===== src/rtl/wb_pkg.sv =====
// Shared definitions for the writeback stage: load funct3 codes, FSM states
// and the load legality/alignment check.
package wb_pkg;

    localparam logic [2:0] LB  = 3'b000;
    localparam logic [2:0] LH  = 3'b001;
    localparam logic [2:0] LW  = 3'b010;
    localparam logic [2:0] LD  = 3'b011;
    localparam logic [2:0] LBU = 3'b100;
    localparam logic [2:0] LHU = 3'b101;
    localparam logic [2:0] LWU = 3'b110;

    typedef logic [1:0] state_t;
    localparam state_t IDLE  = 2'd0;
    localparam state_t WAIT  = 2'd1;
    localparam state_t DRAIN = 2'd2;

    // True when the load exists for this XLEN and its address is naturally aligned.
    function automatic logic ld_ok(input int unsigned xlen, input logic [2:0] sel,
                                   input logic [2:0] off);
        logic ok;
        ok = 1'b0;
        case (sel)
            LB, LBU: ok = 1'b1;
            LH, LHU: ok = ~off[0];
            LW:      ok = (off[1:0] == 2'b00);
            LWU:     ok = (xlen == 64) && (off[1:0] == 2'b00);
            LD:      ok = (xlen == 64) && (off == 3'b000);
            default: ok = 1'b0;
        endcase
        return ok;
    endfunction

endpackage


===== src/rtl/load_extract.sv =====
// Selects the addressed byte/half/word/dword of a read word and extends it
// according to the load type.
module load_extract
    import wb_pkg::*;
#(
    parameter  int unsigned XLEN = 32,
    localparam int unsigned OW   = $clog2(XLEN / 8)
) (
    input  logic [XLEN-1:0] rdata_i,
    input  logic [2:0]      ld_sel_i,
    input  logic [OW-1:0]   addr_lo_i,
    output logic [XLEN-1:0] ext_c
);

    logic [XLEN-1:0] sh;

    always_comb begin
        sh    = rdata_i >> {addr_lo_i, 3'b000};
        ext_c = '0;
        case (ld_sel_i)
            LB:      ext_c = XLEN'($signed(sh[7:0]));
            LH:      ext_c = XLEN'($signed(sh[15:0]));
            LW:      ext_c = XLEN'($signed(sh[31:0]));
            LBU:     ext_c = XLEN'(sh[7:0]);
            LHU:     ext_c = XLEN'(sh[15:0]);
            LWU:     ext_c = XLEN'(sh[31:0]);
            LD:      ext_c = sh;
            default: ext_c = '0;
        endcase
    end

endmodule


===== src/rtl/wb_stage_pipe.sv =====
// Registered writeback stage: retires ALU results next cycle, holds loads
// until the data-memory response, and supports flush and misalign reporting.
module wb_stage_pipe
    import wb_pkg::*;
#(
    parameter  int unsigned XLEN = 32,
    parameter  int unsigned NREG = 32,
    localparam int unsigned AW   = $clog2(NREG),
    localparam int unsigned OW   = $clog2(XLEN / 8)
) (
    input  logic            clk,
    input  logic            rst,
    input  logic            in_valid_i,
    output logic            in_ready_o,
    input  logic [AW-1:0]   wa_i,
    input  logic            we_i,
    input  logic [XLEN-1:0] wdata_i,
    input  logic            ld_en_i,
    input  logic [2:0]      ld_sel_i,
    input  logic [OW-1:0]   addr_lo_i,
    input  logic            flush_i,
    input  logic            dmem_rvalid_i,
    input  logic [XLEN-1:0] dmem_rdata_i,
    output logic            rf_we_o,
    output logic [AW-1:0]   rf_wa_o,
    output logic [XLEN-1:0] rf_wdata_o,
    output logic            misalign_o
);

    state_t          state_q, state_d;
    logic [AW-1:0]   wa_q, wa_d;
    logic [2:0]      sel_q, sel_d;
    logic [OW-1:0]   off_q, off_d;
    logic            rf_we_q, rf_we_d;
    logic [AW-1:0]   rf_wa_q, rf_wa_d;
    logic [XLEN-1:0] rf_wdata_q, rf_wdata_d;
    logic            misalign_q, misalign_d;
    logic [XLEN-1:0] ld_data_c;

    load_extract #(.XLEN(XLEN)) u_extract (
        .rdata_i   (dmem_rdata_i),
        .ld_sel_i  (sel_q),
        .addr_lo_i (off_q),
        .ext_c     (ld_data_c)
    );

    always_comb begin
        state_d    = state_q;
        wa_d       = wa_q;
        sel_d      = sel_q;
        off_d      = off_q;
        rf_we_d    = 1'b0;
        rf_wa_d    = rf_wa_q;
        rf_wdata_d = rf_wdata_q;
        misalign_d = 1'b0;
        case (state_q)
            IDLE: begin
                if (in_valid_i && !flush_i) begin
                    if (!ld_en_i) begin
                        rf_we_d    = we_i && (wa_i != '0);
                        rf_wa_d    = wa_i;
                        rf_wdata_d = wdata_i;
                    end else if (!ld_ok(XLEN, ld_sel_i, 3'(addr_lo_i))) begin
                        misalign_d = 1'b1;
                    end else begin
                        state_d = WAIT;
                        wa_d    = wa_i;
                        sel_d   = ld_sel_i;
                        off_d   = addr_lo_i;
                    end
                end
            end
            WAIT: begin
                // A flush in the response cycle still consumes the response.
                if (dmem_rvalid_i) begin
                    state_d = IDLE;
                    if (!flush_i) begin
                        rf_we_d    = (wa_q != '0);
                        rf_wa_d    = wa_q;
                        rf_wdata_d = ld_data_c;
                    end
                end else if (flush_i) begin
                    state_d = DRAIN;
                end
            end
            DRAIN: begin
                if (dmem_rvalid_i) begin
                    state_d = IDLE;
                end
            end
            default: state_d = IDLE;
        endcase
    end

    always_ff @(posedge clk or posedge rst) begin
        if (rst) begin
            state_q    <= IDLE;
            wa_q       <= '0;
            sel_q      <= '0;
            off_q      <= '0;
            rf_we_q    <= 1'b0;
            rf_wa_q    <= '0;
            rf_wdata_q <= '0;
            misalign_q <= 1'b0;
        end else begin
            state_q    <= state_d;
            wa_q       <= wa_d;
            sel_q      <= sel_d;
            off_q      <= off_d;
            rf_we_q    <= rf_we_d;
            rf_wa_q    <= rf_wa_d;
            rf_wdata_q <= rf_wdata_d;
            misalign_q <= misalign_d;
        end
    end

    assign in_ready_o = (state_q == IDLE);
    assign rf_we_o    = rf_we_q;
    assign rf_wa_o    = rf_wa_q;
    assign rf_wdata_o = rf_wdata_q;
    assign misalign_o = misalign_q;

endmodule


===== config.mk =====
export PLATFORM = sky130hd
export DESIGN_NAME = wb_stage_pipe
export DESIGN_NICKNAME = d
export VERILOG_FILES = /design/src/rtl/wb_pkg.sv /design/src/rtl/load_extract.sv /design/src/rtl/wb_stage_pipe.sv
export SDC_FILE = /design/constraint.sdc
export NUM_CORES = 1
export LEC_CHECK = 0
export CAP_MARGIN = 0
export CORE_ASPECT_RATIO = 0.8
export CORE_MARGIN = 3
export CORE_UTILIZATION = 45
export CTS_CLUSTER_SIZE = 30
export DETAILED_ROUTE_END_ITERATION = 8
export HOLD_SLACK_MARGIN = 0.08
export PLACE_DENSITY = 0.88
export SYNTH_ARGS = -nofsm -noshare
export SYNTH_HDL_FRONTEND = slang
export SYNTH_SLANG_ARGS = --single-unit

===== constraint.sdc =====
create_clock -name clk -period 4.2 [get_ports clk]
set_input_delay 0.84 -clock clk [delete_from_list [all_inputs] [get_ports clk]]
set_output_delay 0.84 -clock clk [all_outputs]
set_load 0.01 [all_outputs]

==> Implementation_results.wiki, run 1 <==
{| class="wikitable"
! Metric !! Value
|-
| Largest driver fanout on the critical path || 8
|-
| Async set or reset register ratio after synthesis || 1.00
|-
| Ant. Diodes || 0
|-
| Die span in x || 97.9 um
|-
| Post-synth EDFFs || 0
|-
| Final count of negative-setup-slack endpoints || 0
|-
| CP max-delay cell || sky130_fd_sc_hd__nor3_1
|-
| Layout area overhead || 43.9%
|-
| Required time of the critical path || 4.41 ns
|-
| Clock tree from TritonCTS || yes
|-
| Syn. warnings || 0
|-
| Arrival time of the worst setup path || 2.79 ns
|-
| Post-synthesis net count || 397
|-
| Starting Density || 0.469
|-
| Critical path cell sequence || clkdlybuf4s50_1 > or3b_4 > nor3_1 > a21oi_1 > o221ai_1
|-
| Fin crit share || 0.613
|-
| Largest voltage drop on the vdd net || 0.000206 V
|-
| Overall routed net length || 9520 um
|-
| Num Clock Sinks || 51
|-
| Number of detailed-routing iterations run before antenna repair || 5
|-
| Pwr Density || 406 nW/um^2
|-
| CP Capture Type || flip-flop
|-
| Iteration-0 DRC count of the detailed router || 226
|-
| Number of endpoints with negative hold slack in the final report || 0
|-
| Final TNS setup || 0 ns
|-
| Gates resized, CTS repair || 0
|-
| Post-synthesis sequential area ratio || 0.420
|-
| Drt drc || 0
|-
| Total design power || 1.78 mW
|-
| Max-Slew Margin vs Limit || 0.300
|-
| Mean number of vias per cell || 5.81
|-
| HPWL after DPL || 7050 um
|-
| Share of post-route cells with drive strength above 1 || 0.0634
|-
| Clock network latency to the later pin of the worst-skew pair || 0.30 ns
|-
| Most instantiated flip-flop cell in the synthesis netlist || sky130_fd_sc_hd__dfrtp_1
|-
| Setup repair bufs after CTS || 0
|-
| Wire length per cell || 18.7 um
|-
| Cell area after synthesis || 3040 um^2
|-
| Fraction of synthesized cell area taken by the top area cell type || 0.420
|-
| Least-Margin Pin Slew || 1.05 ns
|-
| Average size of a mapped cell || 9.61 um^2
|-
| Vias after detailed routing || 2965
|-
| Kind of critical path || input pin to flip-flop
|-
| Final weighted congestion of routability-driven global placement || 0.909
|-
| Post-layout minimum cycle time || 2.58 ns
|-
| Inserted Clock Buffers || 5
|-
| Global-route usage over all layers || 0.243
|-
| Height of the die || 79.5 um
|-
| Cts hold-fix bufs || 0
|-
| Final net count || 507
|-
| Maximum level of the CTS H-tree || 2
|-
| Master cell of the clock root buffer || sky130_fd_sc_hd__clkbuf_8
|-
| Port Buf Inserts || 120
|-
| Total of flip-flops plus latches after synthesis || 51
|-
| I/O pin count || 121
|-
| Max-cap violation count || 0
|-
| Top cells by area in the synthesized netlist || sky130_fd_sc_hd__dfrtp_1, sky130_fd_sc_hd__mux2i_1, sky130_fd_sc_hd__a21oi_1
|-
| Result of the run || completed
|-
| Max Transition Viols Final || 0
|-
| Floorplan core area || 6470 um^2
|-
| Count of antenna-violating nets left after detailed routing || 0
|-
| Maximum number of pins on one net before global-route repair || 52
|-
| Maximum cell stage delay along the critical path || 0.71 ns
|-
| Distinct cell type count after synthesis || 38
|-
| Hold WC Path Type || flip-flop to flip-flop
|-
| Post-synthesis cell count || 316
|-
| Static leakage || 1.83 nW
|-
| Wire length of the first global-routing pass || 15000 um
|-
| Unrepaired setup endpoints after global routing || no
|-
| Startpoint kind of the worst setup timing path || input pin
|-
| Maximum clock path buffer count || 2
|-
| Clock transition at the registers of the reported paths || 0.10 ns
|-
| Number of placement rows || 26
|-
| Achievable frequency || 388 MHz
|-
| Number of global-route vias before repair || 2914
|-
| Initial antenna violation count || 0
|-
| Die area || 7780 um^2
|-
| Worst-case clock skew || 0.0133 ns
|-
| Total global routing overflow || 0
|-
| Leading area contributor after synthesis || sky130_fd_sc_hd__dfrtp_1
|-
| Final core utilization || 0.675
|}
## layout make-up
type                    count  area, um^2
clock buffers               6        72.6
clock inverters             1        30.0
fillers                   509        2100
inverters                   3        11.3
multi-input cells         240        1640
flip-flops and latches     51        1280
well taps                  84         105
repair buffers            125        1240
## cell families after synthesis
kind of cell,count (synthesis),share of synthesized area
and+or+nand+nor,110,0.184
AOI/OAI and AO/OA,73,0.164
muxes,56,0.189
DFF,51,0.420
buffers and inverters,25,0.0404
xor gates and xnor gates,1,0.00288
## where the power goes
part / switching (mW) / internal, mW
Sequential: 0.101 / 0.603
Clock: 0.162 / 0.175
Combinational: 0.334 / 0.403
Total: 0.596 / 1.18
## worst max-delay path: cells and delay by family
family	cells	cell delay, ns
compound gates	2	0.35
buf+inv	1	0.47
simple gates	2	1.12
## cells in the mapped netlist (2+ instances only)
master / n
sky130_fd_sc_hd__inv_1: 3
sky130_fd_sc_hd__clkbuf_1: 6
sky130_fd_sc_hd__o221ai_1: 8
sky130_fd_sc_hd__mux2_2: 10
sky130_fd_sc_hd__or4_1: 2
sky130_fd_sc_hd__nand3_1: 9
sky130_fd_sc_hd__nor3_1: 10
sky130_fd_sc_hd__o41ai_1: 2
sky130_fd_sc_hd__nand2b_1: 4
sky130_fd_sc_hd__buf_2: 14
sky130_fd_sc_hd__nor2b_1: 17
sky130_fd_sc_hd__o211ai_1: 16
sky130_fd_sc_hd__nand2_1: 17
sky130_fd_sc_hd__o21ai_0: 3
sky130_fd_sc_hd__a32oi_1: 7
sky130_fd_sc_hd__mux2i_1: 46
sky130_fd_sc_hd__a21oi_1: 29
sky130_fd_sc_hd__dfrtp_1: 51
sky130_fd_sc_hd__nor2_1: 34
sky130_fd_sc_hd__nand4_1: 10
## placed cells by master (no fill, tap or decap), types with 2 or more instances in the layout
cell type,Yosys,layout
sky130_fd_sc_hd__o21ai_0,3,3
sky130_fd_sc_hd__mux2_2,10,10
sky130_fd_sc_hd__inv_1,3,2
sky130_fd_sc_hd__o221ai_1,8,8
sky130_fd_sc_hd__nand4_1,10,10
sky130_fd_sc_hd__mux2i_1,46,46
sky130_fd_sc_hd__nor2_1,34,34
sky130_fd_sc_hd__clkdlybuf4s50_1,0,120
sky130_fd_sc_hd__o211ai_1,16,16
sky130_fd_sc_hd__buf_4,1,5
sky130_fd_sc_hd__o41ai_1,2,2
sky130_fd_sc_hd__a21oi_1,29,29
sky130_fd_sc_hd__a32oi_1,7,7
sky130_fd_sc_hd__nand3_1,9,9
sky130_fd_sc_hd__nor2b_1,17,17
sky130_fd_sc_hd__or4_1,2,2
sky130_fd_sc_hd__nor3_1,10,10
sky130_fd_sc_hd__nand2_1,17,17
sky130_fd_sc_hd__nand2b_1,4,4
sky130_fd_sc_hd__clkbuf_8,0,5
sky130_fd_sc_hd__dfrtp_1,51,51
## registers in the layout (all words and copies together), names as in the netlist
signal      flops
misalign_o      1
off_q           2
rf_wdata_o     32
wa_q            5
state_q         2
sel_q           3
rf_wa_o         5
rf_we_o         1
## worst paths after layout
| path | end | depth (start not counted) | slack, ns | from |
|---|---|---|---|---|
| hold / removal | rf_we_o | 2 | 0.54 | wa_q[4] |
| min in group asynchronous | rf_wa_o[3] | 2 | 1.11 | rst |
| hold reg to reg | rf_we_o | 2 | 0.54 | wa_q[4] |
| setup reg to reg | rf_wdata_o[20] | 5 | 1.96 | state_q[1] |
| setup / recovery | rf_wdata_o[11] | 5 | 1.62 | in_valid_i |
| max in group asynchronous | state_q[0] | 2 | 2.44 | rst |
## per-stage QoR
stage / instances / hold WS (ns) / area (um^2) / setup slack, ns
finish: 510 / 0.541 / 4370 / 1.62
global route: 510 / 0.572 / 4370 / 1.56
CTS: 510 / 0.540 / 4370 / 1.64
detailed placement: 503 / 0.520 / 4270 / 1.33
global placement: 503 / 0.508 / 4270 / 1.40
floorplan: 316 / 0.492 / 3040 / 2.11
## per-layer routing
metal / global-route usage / share of wire / vias up
met4: 0.0650 / 0.021 / 0
li1: - / - / 1385
met3: 0.0559 / 0.075 / 19
met5: 0 / 0 / -
met1: 0.339 / 0.44 / 1420
met2: 0.383 / 0.47 / 141
(Power assumes the default switching activity.)
==> run 2, diff against run 1 <==
--- a/config.mk
+++ b/config.mk
@@ -8,11 +8,11 @@
 export CAP_MARGIN = 0
 export CORE_ASPECT_RATIO = 0.8
 export CORE_MARGIN = 3
-export CORE_UTILIZATION = 45
+export CORE_UTILIZATION = 40
 export CTS_CLUSTER_SIZE = 30
 export DETAILED_ROUTE_END_ITERATION = 8
 export HOLD_SLACK_MARGIN = 0.08
-export PLACE_DENSITY = 0.88
+export PLACE_DENSITY = 0.83
 export SYNTH_ARGS = -nofsm -noshare
 export SYNTH_HDL_FRONTEND = slang
 export SYNTH_SLANG_ARGS = --single-unit
==> constraint.sdc (replaced) <==
create_clock -name clk -period 2.2 [get_ports clk]
set_input_delay 0.44 -clock clk [delete_from_list [all_inputs] [get_ports clk]]
set_output_delay 0.44 -clock clk [all_outputs]
set_load 0.01 [all_outputs]
==> run 2 against run 1 <==
Power up 93%. Sequential cell count unchanged. Non-clock buffer count up 12. Largest cell class unchanged.
==> Implementation_results.wiki, run 2 (synthesized netlist as in run 1, its figures left out) <==
{| class="wikitable"
! Metric !! Value
|-
| Worst-case clock skew || 0.0124 ns
|-
| Vias after detailed routing || 3013
|-
| Worst setup slack for register-to-register paths || 0.32 ns
|-
| Result of the run || completed
|-
| Master cell of the clock root buffer || sky130_fd_sc_hd__clkbuf_8
|-
| Largest driver fanout on the critical path || 8
|-
| Layout area overhead || 49.5%
|-
| Drt drc || 0
|-
| Global-route usage over all layers || 0.225
|-
| Final count of negative-setup-slack endpoints || 0
|-
| CP Capture Type || flip-flop
|-
| Reg-to-reg startpoint || off_q[1]
|-
| Ant. Diodes || 0
|-
| Inserted Clock Buffers || 5
|-
| I/O pin count || 121
|-
| Number of global-route vias before repair || 3023
|-
| Floorplan core area || 7130 um^2
|-
| Overall routed net length || 9940 um
|-
| Total design power || 3.44 mW
|-
| Clock transition at the registers of the reported paths || 0.10 ns
|-
| HPWL after DPL || 7490 um
|-
| Cts hold-fix bufs || 0
|-
| Most frequent cells in the layout || sky130_fd_sc_hd__clkdlybuf4s50_1, sky130_fd_sc_hd__dfrtp_1, sky130_fd_sc_hd__mux2i_1
|-
| Maximum level of the CTS H-tree || 2
|-
| Number of placement rows || 27
|-
| Total global routing overflow || 0
|-
| Static leakage || 1.91 nW
|-
| Destination of the worst register-to-register timing path || rf_wdata_o[31]
|-
| Largest voltage drop on the vdd net || 0.000594 V
|-
| Mean number of vias per cell || 5.59
|-
| Die area || 8680 um^2
|-
| Clock tree from TritonCTS || yes
|-
| Final core utilization || 0.637
|-
| Worst slack at placement || -0.368 ns
|-
| Height of the die || 83.9 um
|-
| Final weighted congestion of routability-driven global placement || 0.857
|-
| Max-cap violation count || 0
|-
| Maximum clock path buffer count || 2
|-
| Hold WC Path Type || input pin to asynchronous set/reset pin
|-
| Achievable frequency || 525 MHz
|-
| Most frequent standard cell in the layout excluding fill and tap cells || sky130_fd_sc_hd__clkdlybuf4s50_1
|-
| Initial antenna violation count || 0
|-
| Die span in x || 103 um
|-
| Number of endpoints with negative hold slack in the final report || 0
|-
| Least-Margin Pin Slew || 0.768 ns
|-
| Num Clock Sinks || 51
|-
| Kind of critical path || input pin to flip-flop
|-
| Final net count || 519
|-
| Unrepaired setup endpoints after global routing || no
|-
| Setup repair bufs after CTS || 0
|-
| Number of detailed-routing iterations run before antenna repair || 5
|-
| Starting Density || 0.426
|-
| Iteration-0 DRC count of the detailed router || 236
|-
| Cells on worst reg2reg path || 5
|-
| Wire length of the first global-routing pass || 15300 um
|-
| Clock network latency to the later pin of the worst-skew pair || 0.31 ns
|-
| Flip-flop count of the largest register after layout || 32
|-
| Final setup slack of the worst path || 0.294 ns
|-
| Startpoint kind of the worst setup timing path || input pin
|-
| Max-Slew Margin vs Limit || 0.488
|-
| Share of post-route cells with drive strength above 1 || 0.0936
|-
| Port Buf Inserts || 120
|-
| Wire length per cell || 18.4 um
|-
| Pwr Density || 757 nW/um^2
|-
| Required time of the critical path || 2.42 ns
|-
| Count of antenna-violating nets left after detailed routing || 0
|-
| Arrival time of the worst setup path || 2.12 ns
|-
| Post-layout minimum cycle time || 1.91 ns
|-
| Max Transition Viols Final || 0
|-
| Maximum number of pins on one net before global-route repair || 33
|-
| Fin crit share || 0.866
|}
run 2: changes by cell type in the layout (fill, tap and decap cells not counted):
cell                         delta
sky130_fd_sc_hd__buf_4          +8
sky130_fd_sc_hd__buf_12         +4
sky130_fd_sc_hd__o21ai_2        +1
sky130_fd_sc_hd__clkinvlp_4     +1
sky130_fd_sc_hd__clkbuf_1       -1
sky130_fd_sc_hd__o21ai_1        -1
run 2: layer usage:
layer  up-vias  GRT usage  part of all wire
met4         0     0.0365            0.0089
met5         -          0                 0
met1      1422      0.312              0.42
li1       1414          -                 -
met2       163      0.353              0.47
met3        14     0.0652              0.10
run 2: final cells by class:
type	count	area, um^2
inverters	3	11.3
flip-flops and latches	51	1280
clock inverters	2	37.5
fillers	571	2590
clock buffers	5	68.8
repair buffers	137	1380
well taps	101	126
multi-input cells	240	1640
run 2: worst max path at each step:
stage | startpoint | end | slack (ns) | cells after the start
finish | in_valid_i | rf_wdata_o[11] | 0.29 | 5
global route | off_q[1] | rf_wdata_o[31] | 0.20 | 5
CTS | in_valid_i | rf_wdata_o[12] | 0.29 | 5
detailed placement | dmem_rdata_i[23] | rf_wdata_o[21] | -0.37 | 5
global placement | dmem_rdata_i[23] | rf_wdata_o[18] | -0.12 | 5
floorplan | off_q[1] | rf_wdata_o[16] | 0.51 | 6
run 2: where the power goes:
| group | internal, mW | switching [mW] | leakage (nW) |
|---|---|---|---|
| Clock | 0.333 | 0.313 | 0.0502 |
| Combinational | 0.789 | 0.688 | 1.26 |
| Sequential | 1.15 | 0.163 | 0.601 |
run 2: stage by stage:
stage / hold slack, ns / instance area, um^2 / cells / TNS [ns]
after CTS: 0.488 / 4540 / 539 / 0
after floorplan: 0.492 / 3040 / 316 / 0
after global placement: 0.509 / 4430 / 532 / -1.88
final: 0.462 / 4540 / 539 / 0
after detailed placement: 0.523 / 4430 / 532 / -5.21
after global routing: 0.500 / 4540 / 539 / 0
run 2: critical path, cell delays in order:
cell and delay (ns):
sky130_fd_sc_hd__clkdlybuf4s50_1 0.47, sky130_fd_sc_hd__or3b_4 0.41, sky130_fd_sc_hd__a21boi_4 0.27, sky130_fd_sc_hd__nand4_1 0.35, sky130_fd_sc_hd__o221ai_1 0.18
run 2: repair_timing:
action | 4_1_cts | 5_1_grt
endpoints found under the setup margin | 2 | 0
hold endpoints to repair | 0 | 0
gates resized for setup | 1 | 0
==> run 3, diff against run 2 <==
--- a/config.mk
+++ b/config.mk
@@ -13,6 +13,7 @@
 export DETAILED_ROUTE_END_ITERATION = 8
 export HOLD_SLACK_MARGIN = 0.08
 export PLACE_DENSITY = 0.83
+export SKIP_CTS_REPAIR_TIMING = 1
 export SYNTH_ARGS = -nofsm -noshare
 export SYNTH_HDL_FRONTEND = slang
 export SYNTH_SLANG_ARGS = --single-unit
==> run 3 against run 2 <==
Core utilization did not move. Combinational power hardly changed. Non-clock buffer count unchanged. Die area did not move. Sequential share of layout area is the same. Wire length hardly changed. Power hardly changed. Cell count unchanged. Critical path depth is the same.
==> Implementation_results.wiki, run 3 (synthesized netlist as in run 1, its figures left out) <==
{| class="wikitable"
! Metric !! Value
|-
| Result of the run || completed
|-
| Port Buf Inserts || 120
|-
| Least-Margin Pin Slew || 0.770 ns
|-
| Max Transition Viols Final || 0
|-
| Placed Cells || 532
|-
| Pwr Density || 757 nW/um^2
|-
| Maximum number of pins on one net before global-route repair || 33
|-
| Vias after detailed routing || 3013
|-
| Count of antenna-violating nets left after detailed routing || 0
|-
| Final weighted congestion of routability-driven global placement || 0.857
|-
| Arrival time of the worst setup path || 2.14 ns
|-
| Master cell of the clock root buffer || sky130_fd_sc_hd__clkbuf_8
|-
| Post-detailed-placement cell area || 4430 um^2
|-
| Startpoint kind of the worst setup timing path || input pin
|-
| Wire length of the first global-routing pass || 15200 um
|-
| Die span in x || 103 um
|-
| Mean number of vias per cell || 5.59
|-
| Worst Hold Slack || 0.462 ns
|-
| HPWL after DPL || 7490 um
|-
| Die area || 8680 um^2
|-
| Clock transition at the registers of the reported paths || 0.10 ns
|-
| Layout area overhead || 49.5%
|-
| Static leakage || 1.91 nW
|-
| Clock network latency to the later pin of the worst-skew pair || 0.31 ns
|-
| Wire length per cell || 18.5 um
|-
| Max-Slew Margin vs Limit || 0.487
|-
| Initial antenna violation count || 0
|-
| Clock tree from TritonCTS || yes
|-
| Critical path cell sequence || clkdlybuf4s50_1 > or3b_4 > a21boi_4 > nand4_1 > o221ai_1
|-
| Num Clock Sinks || 51
|-
| Drt drc || 0
|-
| Most frequent standard cell in the layout excluding fill and tap cells || sky130_fd_sc_hd__clkdlybuf4s50_1
|-
| Number of placement rows || 27
|-
| CP max-delay cell || sky130_fd_sc_hd__clkdlybuf4s50_1
|-
| Starting Density || 0.426
|-
| Iteration-0 DRC count of the detailed router || 219
|-
| Floorplan core area || 7130 um^2
|-
| Worst setup slack for register-to-register paths || 0.33 ns
|-
| Most frequent cells in the layout || sky130_fd_sc_hd__clkdlybuf4s50_1, sky130_fd_sc_hd__dfrtp_1, sky130_fd_sc_hd__mux2i_1
|-
| Maximum level of the CTS H-tree || 2
|-
| Number of global-route vias before repair || 3022
|-
| Inserted Clock Buffers || 5
|-
| Largest voltage drop on the vdd net || 0.000594 V
|-
| Height of the die || 83.9 um
|-
| Final net count || 519
|-
| Number of detailed-routing iterations run before antenna repair || 5
|-
| Final count of negative-setup-slack endpoints || 0
|-
| Max-cap violation count || 0
|-
| Maximum clock path buffer count || 2
|-
| Total global routing overflow || 0
|-
| Fin crit share || 0.874
|-
| Non-filler cells, final || 539
|-
| Final design instance area without fill || 4540 um^2
|-
| Final TNS setup || 0 ns
|-
| Number of endpoints with negative hold slack in the final report || 0
|-
| Overall routed net length || 9950 um
|-
| Ant. Diodes || 0
|-
| Achievable frequency || 520 MHz
|-
| Required time of the critical path || 2.41 ns
|-
| I/O pin count || 121
|-
| Maximum cell stage delay along the critical path || 0.47 ns
|-
| Hold WC Path Type || input pin to asynchronous set/reset pin
|-
| Worst-case clock skew || 0.0121 ns
|-
| Total design power || 3.44 mW
|-
| Largest driver fanout on the critical path || 8
|-
| Post-layout minimum cycle time || 1.92 ns
|-
| Unrepaired setup endpoints after global routing || no
|-
| Top delay family on crit path || simple AND/OR/NAND/NOR gates
|-
| Worst path buffer plus inverter count || 1
|-
| Kind of critical path || input pin to flip-flop
|-
| Share of post-route cells with drive strength above 1 || 0.0936
|-
| CP Capture Type || flip-flop
|-
| Flip-flop count of the largest register after layout || 32
|-
| Global-route usage over all layers || 0.224
|}
==> run 3: cell counts in the layout (fill, tap and decap cells not counted) <==
Identical to the previous run, type by type.
==> run 3: worst paths after layout <==
check                            endpoint  depth (start not counted)       start
setup / recovery            rf_wdata_o[8]                          5  in_valid_i
hold / removal              rf_wdata_o[5]                          2         rst
setup reg to reg           rf_wdata_o[31]                          5    off_q[1]
hold reg to reg                   wa_q[0]                          1     wa_q[0]
max in group asynchronous   rf_wdata_o[8]                          3         rst
min in group clk                  wa_q[0]                          1     wa_q[0]
==> run 3: power by group <==
group | internal, mW | switching (mW)
combinational | 0.789 | 0.688
sequential | 1.15 | 0.164
clock | 0.333 | 0.311
==> run 3: layout make-up <==
cell class / count / area, um^2
timing repair buffer: 137 / 1380
sequential: 51 / 1280
multi-input combinational: 240 / 1640
clock inverter: 2 / 37.5
tap: 101 / 126
clock buffer: 5 / 68.8
fill: 571 / 2590
inverter: 3 / 11.3
==> run 3: stage by stage <==
stage	utilization	setup WS, ns
2_1_floorplan	-	0.513
3_3_place_gp	0.622	-0.120
3_5_place_dp	0.622	-0.368
4_1_cts	0.637	-0.0114
5_1_grt	0.637	0.204
6_report	0.637	0.278
==> run 3: worst reg2reg max path: stages, from the launching register on <==
cell                       delay [ns]
sky130_fd_sc_hd__dfrtp_1         0.46
sky130_fd_sc_hd__buf_4           0.25
sky130_fd_sc_hd__nand2b_1        0.31
sky130_fd_sc_hd__nor3_2          0.47
sky130_fd_sc_hd__nand4_1         0.20
sky130_fd_sc_hd__o211ai_1        0.12
==> run 3: routing by layer <==
layer / part of all wire / GRT usage
met3: 0.10 / 0.0660
met2: 0.46 / 0.349
met5: 0 / 0
met1: 0.42 / 0.310
met4: 0.011 / 0.0400
